`config.mk`:
```
export PLATFORM = sky130hd
export DESIGN_NAME = logical_rshifter
export DESIGN_NICKNAME = d
export VERILOG_FILES = /design/src/rtl/logical_rshifter_pkg.sv /design/src/rtl/logical_rshifter_rshift_stage.sv /design/src/rtl/logical_rshifter.sv
export SDC_FILE = /design/constraint.sdc
export NUM_CORES = 1
export LEC_CHECK = 0
export CAP_MARGIN = 20
export CORE_MARGIN = 5
export CORE_UTILIZATION = 25
export CTS_CLUSTER_DIAMETER = 60
export DETAILED_ROUTE_END_ITERATION = 8
export GPL_TIMING_DRIVEN = 0
export PLACE_DENSITY = 0.5
export SLEW_MARGIN = 10
export SYNTH_ARGS = -nofsm -noshare
export SYNTH_HDL_FRONTEND = slang
export SYNTH_SLANG_ARGS = --single-unit
```
`constraint.sdc`:
```
create_clock -name clk -period 1.77 [get_ports clk]
set_input_delay 0.177 -clock clk [delete_from_list [all_inputs] [get_ports clk]]
set_output_delay 0.177 -clock clk [all_outputs]
set_load 0.005 [all_outputs]
```
`src/rtl/logical_rshifter_pkg.sv`:
```
// rtl/logical_rshifter_pkg.sv - shared clog2 helper for the logical right shifter
package logical_rshifter_pkg;

  function automatic int clog2(input int value);
    int r;
    r = 0;
    for (int i = 0; i < 31; i++) begin
      if ((1 << i) < value) r = i + 1;
    end
    return r;
  endfunction

endpackage

```
`src/rtl/logical_rshifter_rshift_stage.sv`:
```
// rtl/logical_rshifter_rshift_stage.sv - one barrel stage: optional fixed right shift with sticky collection
module rshift_stage #(
  parameter int WIDTH = 32,
  parameter int SHIFT = 1
) (
  input  logic [WIDTH-1:0] data_in,
  input  logic             en,
  input  logic             sticky_in,
  output logic [WIDTH-1:0] data_out,
  output logic             sticky_out
);

  logic [WIDTH-1:0] shifted;
  logic             dropped;

  assign shifted = {{SHIFT{1'b0}}, data_in[WIDTH-1:SHIFT]};
  assign dropped = |data_in[SHIFT-1:0];

  // Both mux arms are always defined, so a disabled stage forwards data cleanly.
  assign data_out   = en ? shifted : data_in;
  assign sticky_out = sticky_in | (en & dropped);

endmodule

```
`src/rtl/logical_rshifter.sv`:
```
// rtl/logical_rshifter.sv - registered log2 barrel logical right shifter with sticky output
module logical_rshifter
  import logical_rshifter_pkg::*;
#(
  parameter  int WIDTH = 32,
  localparam int SW    = clog2(WIDTH)
) (
  input  logic             clk,
  input  logic             rst,
  input  logic [WIDTH-1:0] in,
  input  logic [SW-1:0]    sel,
  input  logic             in_valid,
  output logic [WIDTH-1:0] outwire,
  output logic             sticky,
  output logic             out_valid
);

  logic [WIDTH-1:0] stage_data   [SW+1];
  logic             stage_sticky [SW+1];

  assign stage_data[0]   = in;
  assign stage_sticky[0] = 1'b0;

  for (genvar k = 0; k < SW; k++) begin : g_stage
    rshift_stage #(
      .WIDTH (WIDTH),
      .SHIFT (1 << k)
    ) u_stage (
      .data_in    (stage_data[k]),
      .en         (sel[k]),
      .sticky_in  (stage_sticky[k]),
      .data_out   (stage_data[k+1]),
      .sticky_out (stage_sticky[k+1])
    );
  end

  // Result registers hold across idle cycles; only out_valid drops.
  always_ff @(posedge clk or posedge rst) begin
    if (rst) begin
      outwire   <= '0;
      sticky    <= 1'b0;
      out_valid <= 1'b0;
    end else begin
      out_valid <= in_valid;
      if (in_valid) begin
        outwire <= stage_data[SW];
        sticky  <= stage_sticky[SW];
      end
    end
  end

endmodule

```
# ---- After elaboration in Yosys (flattened, before gate mapping)
# Cells that the tools add are included.
# W data, S select, Z words.
dict set report word_totals {
  ff_bits 34
  latch_bits 0
  ramBits 0
  romBits 0
  in_bits 40
  out_inout_bits 34
  memories 0
}
dict set report op_classes {
  addsub 0
  multipliers 0
  div_mod_pow 0
  n_lt_le_gt_ge 0
  eq_ne 0
  shifts 0
  mux 5
  bitwise 9
  n_reduce_logical 4
}
# op count
set ops {}
lappend ops {{$mux W32} 5}
lappend ops {{$reduce_or A16 Y1} 1}
lappend ops {{$reduce_or A8 Y1} 1}
lappend ops {{$and A1 B1 Y1} 5}
lappend ops {{$or A1 B1 Y1} 4}
lappend ops {{$reduce_or A4 Y1} 1}
lappend ops {{$reduce_or A2 Y1} 1}

# ---- Logic depth before layout (Yosys ltp)
# Gate-level depths: netlist (run 1).
dict set report logic_depth {
  word_depth 7
  ltp_mapped 9
  mapped_depth_nobuf 6
}

# ---- Hierarchy
# Synthesis (run 1) repeated with hierarchy kept, for this count alone.
dict set report hier_totals {
  hier_cells 268
  hier_area_um2 3916.3
}
# module instances cells_per_inst area_per_inst_um2 seq_area_each_um2
set by_module_without_submodules {}
lappend by_module_without_submodules {logical_rshifter 1 73 1413.9 850.8}
lappend by_module_without_submodules {{rshift_stage at g_stage[0].u_stage} 1 37 539.3 0.0}
lappend by_module_without_submodules {{rshift_stage at g_stage[1].u_stage} 1 38 533.0 0.0}
lappend by_module_without_submodules {{rshift_stage at g_stage[2].u_stage} 1 38 515.5 0.0}
lappend by_module_without_submodules {{rshift_stage at g_stage[3].u_stage} 1 40 485.5 0.0}
lappend by_module_without_submodules {{rshift_stage at g_stage[4].u_stage} 1 42 429.2 0.0}

# ---- Least setup slack after synthesis (run 1)
# No wires, ideal clock.
dict set report synth_path {
  path_type {input-to-reg}
  startpoint {input port sel[2]}
  endpoint {register sticky}
  setup_time_ps 136
  t_arrival_ps 2341
  required_ps 1634
  slack_ps -707
  path_stages 8
  n_path_buf 2
  path_cell_list {clkbuf_1 clkbuf_1 mux4_2 mux2i_1 mux2i_1 or4_1 o41ai_1 a31oi_1}
}
dict set report synth_between {
  elab_chain_cells 5
}
# element line
set synth_rtl {}
lappend synth_rtl {{from (decl)} logical_rshifter.sv:11} ;# input logic [SW-1:0] sel,
lappend synth_rtl {{$mux W32} logical_rshifter_rshift_stage.sv:20} ;# assign data_out = en ? shifted : data_in;
lappend synth_rtl {{$mux W32 / $reduce_or A8 Y1 (equally long branches)} {logical_rshifter_rshift_stage.sv:20, logical_rshifter_rshift_stage.sv:17}}
lappend synth_rtl {{$reduce_or A16 Y1 / $and A1 B1 Y1 (equally long branches)} {logical_rshifter_rshift_stage.sv:17, logical_rshifter_rshift_stage.sv:21}}
lappend synth_rtl {{$and A1 B1 Y1 / $or A1 B1 Y1 (equally long branches)} logical_rshifter_rshift_stage.sv:21} ;# assign sticky_out = sticky_in | (en & dropped);
lappend synth_rtl {{$or A1 B1 Y1 *} logical_rshifter_rshift_stage.sv:21}
lappend synth_rtl {{to (signal assigned)} logical_rshifter.sv:47} ;# sticky <= stage_sticky[SW];
lappend synth_rtl {{to (decl)} logical_rshifter.sv:14} ;# output logic sticky,
# Every way passes the cells marked *; elsewhere a longest branch is shown, timed or not.
# A chain may end at the register's enable or synchronous reset.

# ---- Worst setup path in the final report (run 1)
dict set report layout_path {
  startpoint {input port in[4]}
  endpoint {register sticky}
}
dict set report layout_between {
  elab_chain_cells 7
}
# element line
set layout_rtl {}
lappend layout_rtl {{from (decl)} logical_rshifter.sv:10} ;# input logic [WIDTH-1:0] in,
lappend layout_rtl {{$mux W32 * (2 in a row)} logical_rshifter_rshift_stage.sv:20}
lappend layout_rtl {{$mux W32 / $reduce_or A4 Y1 (equally long branches)} {logical_rshifter_rshift_stage.sv:20, logical_rshifter_rshift_stage.sv:17}}
lappend layout_rtl {{$mux W32, or another cell as far along} logical_rshifter_rshift_stage.sv:20}
lappend layout_rtl {{$reduce_or A16 Y1, or another cell as far along} logical_rshifter_rshift_stage.sv:17} ;# assign dropped = |data_in[SHIFT-1:0];
lappend layout_rtl {{$and A1 B1 Y1 / $or A1 B1 Y1 (equally long branches)} logical_rshifter_rshift_stage.sv:21}
lappend layout_rtl {{$or A1 B1 Y1 *} logical_rshifter_rshift_stage.sv:21}
# Marked as above.

==> impl_metrics.csv, run 1 <==
group,metric,value,unit
floorplan,die_h,117,um
power,p_clk_frac,0.330,
worst_setup_path,worst-path-buf-inv,1,
floorplan,rows,39,
global_route,antenna_found_initial,1,
power,pwr-share-seq,0.298,
final_layout,stdcell_area,4360,um2
floorplan,die_w,117,um
power,p_comb_frac,0.373,
synth,syn_area_per_cell,11.3,um2
drt,wl,9520,um
synth,synth-adder-area-share,0,
global_route,grt_use_total,0.143,
sta,setup_viol,1,
global_route,grt_max_degree,35,
power,leakagePower,1.77,nW
sta,setup_ws,-370,ps
worst_setup_path,critPathTopFamily,"multiplexers",
sta,fmax,0.467,GHz
drt,first_pass_iters,4,
worst_setup_path,worstSetupEndpointType,"flop",
placed_design,place_ws,-1390,ps
clock_network,clk_latency,270,ps
worst_setup_path,slowest_delay,540,ps
placed_design,hpwl,7720,um
final_layout,final_cells,496,
synth,ys.flop_type,"dfrtp_1",
power,powerDensity,697,nW/um2
outcome,violations,"setup timing",
synth,synth-compound-area-share,0.158,
sta,fin_tns_setup,-370,ps
sta,rsz0062_at_grt,"true",
min_path,hp-class,"in -> reg",
synth,synth_cell_types,39,
power,intPower,0.00218,W
synth,synth-seq-area-share,0.297,
synth,synth_top_family_by_area,"multiplexers",
placed_design,dpl_cell_area,3790,um2
power,p_switching,0.000865,W
worst_setup_path,worstSetupPathType,"in -> reg",
final_layout,n_fill_cell,1153,
floorplan,start_util,0.253,
final_layout,final_nets,393,
final_layout,drive_gt1_frac,0.363,
synth,ys_async_sr_fraction,1.00,
placed_design,routabilityCongestion,0.869,
sta,finalCriticalPeriod,2140,ps
synth,syn_inst,254,
power,ir_drop,0.453,mV
run,maxCapViolations,0,
synth,synth_area,2860,um2
worst_setup_path,crit_path_top_delay_cell,"or4_4",
drt,vias,2566,
drt,drc,0,
clock_network,clock-sinks,34,
clock_network,cts_tree,"yes",
worst_setup_path,worstPathCellList,"dlygate4sd2_1, mux4_2, mux2i_2, mux2i_1, or4_4, o41ai_2, a31oi_1",
final_layout,area_delta_synth_final,52.5,%
worst_setup_path,crit_arrival,2280,ps
sta,slew_headroom,0.514,
drt,first_iter_violations,67,
global_route,grt_pass1_vias,2763,
synth,synth.area.mux_share,0.423,
power,swShare,0.284,
placed_design,port_buffers,70,
global_route,grt_pass1_wl,15300,um
power,power,0.00304,W
clock_network,clockRootBuffer,"clkbuf_16",
drt,detail-route-antenna-nets,0,
clock_network,path_clk_slew,50,ps
final_layout,diodes,0,
sta,fin_crit_sh,1.21,
placed_design,placed_cells,467,
sta,final_max_slew_viol_count,0,
worst_setup_path,critPathRequiredTime,1910,ps
synth,synth-seq-cells,34,
synth,synth_warnings,0,
worst_setup_path,worstSetupStartpointType,"primary input",
global_route,overflow,0,
sta,tightest_slew,727,ps
clock_network,numCtsBuffers,5,
worst_setup_path,crit_path_max_fanout,5,
floorplan,coreArea,11300,um2
clock_network,cts_max_path_buffers,2,
synth,synth.net_count,294,
synth,synth-xor-area-share,0,
synth,synth_simple_gate_area_share,0.0766,
clock_network,htree_levels,2,
floorplan,ios,74,
sta,skew,0,ps
floorplan,die_area,13700,um2
outcome,status,"finished with violations",
drt,drt-wirelength-per-cell,19.2,um
sta,hold_viol,0,
drt,via_per_inst,5.17,
synth,synth_edf_count,0,
what timing repair did:
item / CTS / global route
resized for setup: 87 / 35
setup buffers: 13 / 9
cloned: 1 / 0
endpoints found under the setup margin: 31 / 15
hold buffers: 0 / 0
pin swaps: 3 / 2
cells by family (layout without fill, tap and decap cells):
| kind of cell | after synthesis | in the layout |
|---|---|---|
| flip-flops | 34 | 34 |
| multiplexers | 80 | 80 |
| AND/OR/NAND/NOR | 46 | 46 |
| AO/OA/AOI/OAI | 63 | 63 |
| buffers and inverters | 31 | 130 |
cell usage after synthesis, types with 4 or more instances:
library cell / number / area share
o21a_1: 4 / 0.010
nand2_1: 6 / 0.0079
buf_2: 4 / 0.0070
nor2_1: 22 / 0.029
o21ai_0: 9 / 0.016
mux2i_1: 36 / 0.13
a21o_1: 5 / 0.013
clkbuf_1: 15 / 0.020
dfrtp_1: 34 / 0.30
mux4_2: 26 / 0.20
mux4_1: 4 / 0.037
o2bb2ai_1: 13 / 0.040
a21oi_1: 13 / 0.023
inv_1: 7 / 0.0092
mux2_2: 14 / 0.055
layout make-up:
| cell class | count | area (um2) | share of cell area |
|---|---|---|---|
| flip-flops and latches | 34 | 851 | 0.195 |
| inverters | 8 | 31.3 | 0.00717 |
| plain buffers | 22 | 171 | 0.0393 |
| well taps | 143 | 179 | 0.0410 |
| clock inverters | 1 | 30.0 | 0.00688 |
| multi-input cells | 189 | 2060 | 0.473 |
| clock buffers | 6 | 139 | 0.0318 |
| repair buffers | 93 | 898 | 0.206 |
cell usage in the layout (no fill, tap or decap), types with 4 or more instances in the layout:
master / netlist / final
nor2_1: 22 / 20
mux2i_1: 36 / 18
clkdlybuf4s50_1: 0 / 37
buf_12: 0 / 4
clkbuf_4: 0 / 5
mux2_4: 0 / 4
buf_4: 0 / 22
a21oi_1: 13 / 10
o2bb2ai_1: 13 / 13
mux2i_2: 0 / 13
o21ai_0: 9 / 7
mux2_2: 14 / 10
dfrtp_1: 34 / 34
inv_1: 7 / 6
clkdlybuf4s15_1: 0 / 12
mux2i_4: 0 / 5
a21o_1: 5 / 5
clkbuf_1: 15 / 6
dlygate4sd2_1: 0 / 14
clkbuf_2: 0 / 4
clkbuf_16: 0 / 5
mux4_2: 26 / 30
nand2_1: 6 / 6
power by group through the flow:
stage,Clock [W],Combinational [W],Sequential (W)
after floorplan,0,0.000521,0.000918
after global placement,0,0.000952,0.000920
after detailed placement,0,0.000958,0.000920
after CTS,0.00102,0.00106,0.000907
after global routing,0.00106,0.00122,0.000917
final,0.00100,0.00113,0.000905
sequential cells by signal (all words and copies together), names as in the netlist:
register and count:
outwire 32, out_valid 1, sticky 1
layer usage:
metal,wire [um],up-vias,share of wire,track usage
li1,-,1203,-,-
met1,4280,1244,0.45,0.200
met2,4450,101,0.47,0.223
met3,596,16,0.063,0.0262
met4,189,2,0.020,0.0520
met5,7,-,0.00073,0
per-stage QoR:
| step | hold slack [ps] | util |
|---|---|---|
| 3_3_place_gp | 469 | 0.335 |
| 3_5_place_dp | 472 | 0.335 |
| 6_report | 272 | 0.385 |
| 4_1_cts | 382 | 0.369 |
| 5_1_grt | 284 | 0.385 |
| 2_1_floorplan | 208 | - |
worst paths after layout:
path	cells past startpoint	end	start	slack, ps
worst max-delay path	7	sticky$_DFFE_PP0P_	in[4]	-370
worst max register to register	1	outwire[15]$_DFFE_PP0P_	outwire[15]$_DFFE_PP0P_	910
max in group asynchronous	2	outwire[25]$_DFFE_PP0P_	rst	950
min in group asynchronous	2	outwire[3]$_DFFE_PP0P_	rst	350
worst min-delay path	1	out_valid$_DFF_PP0_	in_valid	270
worst min register to register	1	outwire[8]$_DFFE_PP0P_	outwire[8]$_DFFE_PP0P_	480
Note: power is estimated with default switching activity, not from simulation.
==> run 2, diff against run 1 <==
--- a/config.mk
+++ b/config.mk
@@ -11,8 +11,10 @@
 export CTS_CLUSTER_DIAMETER = 60
 export DETAILED_ROUTE_END_ITERATION = 8
 export GPL_TIMING_DRIVEN = 0
-export PLACE_DENSITY = 0.5
+export MAX_ROUTING_LAYER = met4
+export PLACE_DENSITY = 0.47
 export SLEW_MARGIN = 10
 export SYNTH_ARGS = -nofsm -noshare
 export SYNTH_HDL_FRONTEND = slang
+export SYNTH_HIERARCHICAL = 1
 export SYNTH_SLANG_ARGS = --single-unit
==> run 2 against run 1 <==
- the flow still finishes with violations (setup timing)
- area after synthesis up 37%
- combinational power up 36%
- routed wire length down 8.2%
- clock power down 15%
- critical path type unchanged
- largest cell class unchanged
==> impl_metrics.csv, run 2 <==
group,metric,value,unit
worst_setup_path,crit_path_max_fanout,6,
outcome,status,"finished with violations",
synth,syn_area_per_cell,14.6,um2
worst_setup_path,worstSetupEndpointType,"flop",
floorplan,die_h,135,um
sta,setup_ws,-576,ps
final_layout,regMostFlops,"outwire",
final_layout,final_cells,567,
synth,yosysMostFrequentCell,"mux2_4",
sta,skew,0,ps
sta,slew_headroom,0.519,
final_layout,layout_commonest_cell,"mux2_4",
worst_setup_path,crit_path_top_delay_cell,"mux2_4",
drt,first_iter_violations,62,
drt,drc,0,
sta,final_max_slew_viol_count,0,
global_route,grt_use_total,0.0996,
final_layout,utilization,0.345,
global_route,antenna_found_initial,0,
drt,detail-route-antenna-nets,0,
clock_network,path_clk_slew,50,ps
clock_network,clockRootBuffer,"clkbuf_16",
synth,synth_area,3920,um2
clock_network,cts_max_path_buffers,2,
floorplan,coreArea,15300,um2
clock_network,clk_latency,270,ps
global_route,grt_max_degree,35,
final_layout,reg.largest.list,"outwire: 32 flops, out_valid: 1 flops, sticky: 1 flops",
clock_network,numCtsBuffers,5,
placed_design,dpl_cell_area,4930,um2
final_layout,area_delta_synth_final,34.3,%
drt,vias,2262,
final_layout,final_nets,395,
synth,synth.top_cells.by_count,"mux2_4 (146), dfrtp_1 (34), nor2b_1 (31)",
placed_design,routabilityCongestion,0.777,
worst_setup_path,critPathRequiredTime,1930,ps
sta,fmax,0.426,GHz
power,leakagePower,2.54,nW
final_layout,diodes,0,
floorplan,die_w,135,um
sta,hold_viol,0,
clock_network,clock-sinks,34,
drt,wl,8740,um
final_layout,stdcell_area,5260,um2
worst_setup_path,worstSetupStartpointType,"primary input",
min_path,hp-class,"in -> reg",
floorplan,die_area,18300,um2
run,maxCapViolations,0,
final_layout,largest_register_ffs,32,
drt,via_per_inst,3.99,
sta,tightest_slew,720,ps
placed_design,placed_cells,547,
worst_setup_path,slowest_delay,290,ps
sta,rsz0062_at_grt,"true",
synth,synth.net_count,308,
synth,syn_inst,268,
drt,drt-wirelength-per-cell,15.4,um
floorplan,start_util,0.257,
global_route,overflow,0,
synth,ys.flop_type,"dfrtp_1",
worst_setup_path,cpMostUsedCell,"mux2_4",
final_layout,mostFrequentLayoutCells,"mux2_4 (160), clkdlybuf4s50_1 (36), dfrtp_1 (34)",
placed_design,hpwl,7600,um
synth,ys_async_sr_fraction,1.00,
clock_network,htree_levels,2,
drt,first_pass_iters,3,
power,ir_drop,0.345,mV
clock_network,cts_tree,"yes",
placed_design,port_buffers,68,
worst_setup_path,crit_arrival,2500,ps
synth,synth.top_cells.by_area,"mux2_4 (56%), dfrtp_1 (22%), buf_12 (6.1%)",
sta,fin_crit_sh,1.33,
floorplan,ios,74,
floorplan,rows,45,
synth,synth-seq-cells,34,
sta,setup_viol,26,
global_route,grt_pass1_vias,2567,
global_route,grt_pass1_wl,14100,um
worst_setup_path,worstSetupPathType,"in -> reg",
final_layout,drive_gt1_frac,0.615,
outcome,violations,"setup timing",
power,powerDensity,634,nW/um2
sta,finalCriticalPeriod,2350,ps
worst_setup_path,worstPathCellList,"buf_12, buf_12, buf_6, mux2_4, mux2_4, mux2_4, mux2_4, nor4_2, nand4_1, a21o_1, mux2_4",
placed_design,place_ws,-997,ps
synth,synth_warnings,6,
synth,netlist.area_leader.share,0.560,
synth,synth_cell_types,18,
synth,synth_edf_count,0,
synth,synth-seq-area-share,0.217,
synth,synth_area_leader_cell,"mux2_4",
-- run 2: path summary, 6_finish.rpt --
| path | startpoint | slack, ps | to | cells past startpoint |
|---|---|---|---|---|
| hold reg to reg | outwire[28]$_DFFE_PP0P_ | 510 | outwire[28]$_DFFE_PP0P_ | 1 |
| setup / recovery | sel[0] | -580 | sticky$_DFFE_PP0P_ | 11 |
| min in group asynchronous | rst | 350 | outwire[8]$_DFFE_PP0P_ | 2 |
| setup reg to reg | outwire[1]$_DFFE_PP0P_ | 990 | outwire[1]$_DFFE_PP0P_ | 1 |
| max in group asynchronous | rst | 960 | outwire[21]$_DFFE_PP0P_ | 2 |
| hold / removal | sel[4] | 330 | outwire[1]$_DFFE_PP0P_ | 3 |
-- run 2: power by group --
group | total (W) | leakage, nW | switching [W] | internal (W)
clock network | 0.000850 | 0.0739 | 0.000293 | 0.000556
registers | 0.000946 | 0.432 | 0.0000648 | 0.000881
logic | 0.00154 | 2.03 | 0.000510 | 0.00103
total | 0.00334 | 2.54 | 0.000869 | 0.00247
-- run 2: routing by layer --
layer	GRT usage	share of wire	vias up
li1	-	-	1141
met1	0.133	0.49	1060
met2	0.159	0.47	55
met3	0.0108	0.028	6
met4	0.0302	0.014	0
met5	-	0	-
-- run 2: critical path, delay by kind of cell --
kind / cells / cell delay, ps
and+or+nand+nor: 2 / 390
muxes: 5 / 1370
buffers and inverters: 3 / 350
AOI/OAI and AO/OA: 1 / 200
-- run 2: repair_timing --
| action | CTS | global route |
|---|---|---|
| setup endpoints to repair | 29 | 27 |
| gates cloned | 1 | 0 |
| hold buffers | 0 | 0 |
| gates resized for setup | 47 | 10 |
| setup buffers | 10 | 1 |
| pin swaps | 6 | 3 |
| hold endpoints to repair | 0 | 0 |
-- run 2: final cells by class --
cell class / instances / area [um2]
fill: 1508 / 10000
multi-input combinational: 209 / 2830
sequential: 34 / 851
timing repair buffer: 80 / 781
buffer: 24 / 385
tap: 211 / 264
clock buffer: 7 / 143
clock inverter: 1 / 5.00
inverter: 1 / 3.75
-- run 2: cell families (layout without fill, tap and decap cells) --
| group | count (synthesis) | in the layout | share of synthesized area |
|---|---|---|---|
| flops | 34 | 34 | 0.217 |
| buf+inv | 25 | 113 | 0.0971 |
| mux | 162 | 162 | 0.606 |
| other cells | 1 | 1 | 0.000958 |
| simple gates | 41 | 41 | 0.0697 |
| compound gates | 5 | 5 | 0.00926 |
-- run 2: stage by stage --
stage,hold WS [ps],setup TNS (ps),total power (W)
floorplan,208,-9280,0.00196
global placement,499,-16720,0.00244
detailed placement,502,-16800,0.00245
CTS,318,-5490,0.00338
global route,324,-6030,0.00353
finish,326,-5240,0.00334
==> run 3, diff against run 2 <==
==> constraint.sdc (replaced) <==
create_clock -name clk -period 2.5 [get_ports clk]
set_input_delay 0.25 -clock clk [delete_from_list [all_inputs] [get_ports clk]]
set_output_delay 0.25 -clock clk [all_outputs]
set_load 0.005 [all_outputs]
==> run 3 against run 2 <==
- the run now ends clean
- clock power is 28% lower
- total power shrank 31%
- hold slack gained 63 ps
- largest power group unchanged
- routed wire length shrank 1.1%
- critical endpoint unchanged
- die area stayed put
- count of clock-buffer cells in the layout did not move
- non-clock buffer count is 10 lower
==> impl_metrics.csv, run 3 (same netlist as run 2, synthesis figures left out) <==
group,metric,value,unit
floorplan,die_h,135,um
sta,hold_slack,389,ps
worst_setup_path,worstSetupPathType,"in -> reg",
drt,vias,2255,
sta,hold_viol,0,
floorplan,die_area,18300,um2
worst_setup_path,worstPathCellList,"clkdlybuf4s50_1, mux2_4, mux2_4, mux2_4, mux2_2, nor4_4, nand4_1, a21o_1, mux2_4",
sta,rsz0062_at_grt,"false",
worst_setup_path,worstSetupEndpointType,"flop",
global_route,antenna_found_initial,0,
sta,setup_ws,78.2,ps
sta,tightest_slew,727,ps
placed_design,placed_cells,547,
power,intPower,0.00170,W
power,pwr-share-seq,0.289,
worst_setup_path,crit_arrival,2580,ps
placed_design,place_ws,-318,ps
drt,first_iter_violations,58,
clock_network,path_clk_slew,50,ps
min_path,whs_path_depth,3,
final_layout,utilization,0.337,
clock_network,cts_max_path_buffers,2,
clock_network,clk_latency,270,ps
sta,finalCriticalPeriod,2420,ps
power,swShare,0.265,
run,maxCapViolations,0,
drt,via_per_inst,4.05,
final_layout,diodes,0,
global_route,grt_pass1_vias,2579,
final_layout,area_delta_synth_final,31.4,%
drt,first_pass_iters,4,
final_layout,reg.largest.list,"outwire: 32 flops, out_valid: 1 flops, sticky: 1 flops",
final_layout,n_fill_cell,1524,
clock_network,clockRootBuffer,"clkbuf_16",
worst_setup_path,cpMostUsedCell,"mux2_4",
sta,setup_viol,0,
floorplan,rows,45,
min_path,hp-class,"in -> reg",
global_route,grt_pass1_wl,14000,um
clock_network,cts_tree,"yes",
placed_design,hpwl,7550,um
worst_setup_path,slowest_delay,430,ps
sta,slew_headroom,0.515,
placed_design,routabilityCongestion,0.794,
drt,drt-wirelength-per-cell,15.5,um
min_path,worstHoldStart,"sel[4]",
floorplan,start_util,0.257,
sta,skew,0,ps
final_layout,final_nets,385,
sta,final_max_slew_viol_count,0,
power,powerDensity,450,nW/um2
final_layout,regMostFlops,"outwire",
floorplan,coreArea,15300,um2
power,p_switching,0.000613,W
floorplan,die_w,135,um
worst_setup_path,r2r_slack,1720,ps
min_path,holdPathEnd,"outwire[2]$_DFFE_PP0P_",
global_route,grt_max_degree,35,
worst_setup_path,r2r_end,"outwire[17]$_DFFE_PP0P_",
worst_setup_path,reg2reg_depth,1,
clock_network,clock-sinks,34,
drt,wl,8650,um
worst_setup_path,crit_path_max_fanout,2,
worst_setup_path,r2r-start,"outwire[17]$_DFFE_PP0P_",
global_route,overflow,0,
clock_network,numCtsBuffers,5,
final_layout,mostFrequentLayoutCells,"mux2_4 (150), clkdlybuf4s50_1 (39), dfrtp_1 (34)",
power,leakagePower,2.59,nW
power,ir_drop,0.277,mV
worst_setup_path,startpoint,"in[2]",
worst_setup_path,worstSetupStartpointType,"primary input",
outcome,status,"finished clean",
power,p_comb_frac,0.448,
final_layout,final_cells,557,
drt,drc,0,
placed_design,port_buffers,68,
final_layout,largest_register_ffs,32,
drt,detail-route-antenna-nets,0,
sta,fmax,0.413,GHz
final_layout,drive_gt1_frac,0.578,
worst_setup_path,crit_path_top_delay_cell,"clkdlybuf4s50_1",
sta,fin_tns_setup,0,ps
worst_setup_path,critPathRequiredTime,2660,ps
final_layout,layout_commonest_cell,"mux2_4",
global_route,grt_use_total,0.0991,
clock_network,htree_levels,2,
power,p_clk_frac,0.263,
sta,fin_crit_sh,0.969,
floorplan,ios,74,
==> run 3: critical path: cells and delay by family <==
family | cells | cell delay (ps)
mux | 5 | 1370
buf+inv | 1 | 430
compound gates | 1 | 190
simple gates | 2 | 320
==> run 3: worst max-delay path by stage <==
stage	to	cells after the start	slack (ps)
floorplan	sticky$_DFFE_PP0P_	10	6
global placement	sticky$_DFFE_PP0P_	9	-340
detailed placement	sticky$_DFFE_PP0P_	9	-320
CTS	sticky$_DFFE_PP0P_	9	0.8
global route	sticky$_DFFE_PP0P_	9	10
finish	sticky$_DFFE_PP0P_	9	80
==> run 3: per-stage QoR <==
stage / power [W] / cell area (um2)
2_1_floorplan: 0.00137 / 3920
6_report: 0.00232 / 5140
5_1_grt: 0.00244 / 5140
3_3_place_gp: 0.00171 / 4860
3_5_place_dp: 0.00171 / 4860
4_1_cts: 0.00235 / 5050
==> run 3: metal layers <==
layer  up-vias  global-route usage  part of all wire
li1       1124                   -                 -
met1      1051               0.131              0.48
met2        66               0.156              0.46
met3        14              0.0126             0.034
met4         0              0.0375             0.023
met5         -                   -                 0
==> run 3: power groups by stage <==
stage               registers [W]  clock network (W)  logic (W)
global route             0.000676           0.000650    0.00112
floorplan                0.000675                  0   0.000691
finish                   0.000669           0.000609    0.00104
CTS                      0.000670           0.000628    0.00105
global placement         0.000678                  0    0.00103
detailed placement       0.000678                  0    0.00103
==> run 3: final cells by class <==
type	instances	area, um2	share of cell area
Multi-Input combinational cell	209	2740	0.533
Sequential cell	34	851	0.165
Timing Repair Buffer	70	757	0.147
Buffer	24	380	0.0739
Tap cell	211	264	0.0513
Clock buffer	7	143	0.0277
Clock inverter	1	5.00	0.000973
Inverter	1	3.75	0.000730
==> run 3: repair_timing <==
| item | 4_1_cts | 5_1_grt |
|---|---|---|
| buffers inserted | 1 | 1 |
| setup endpoints to repair | 1 | 1 |
| pin swaps | 6 | 4 |
| hold buffers | 0 | 0 |
| gates resized for setup | 9 | 29 |
| cloned | 0 | 0 |
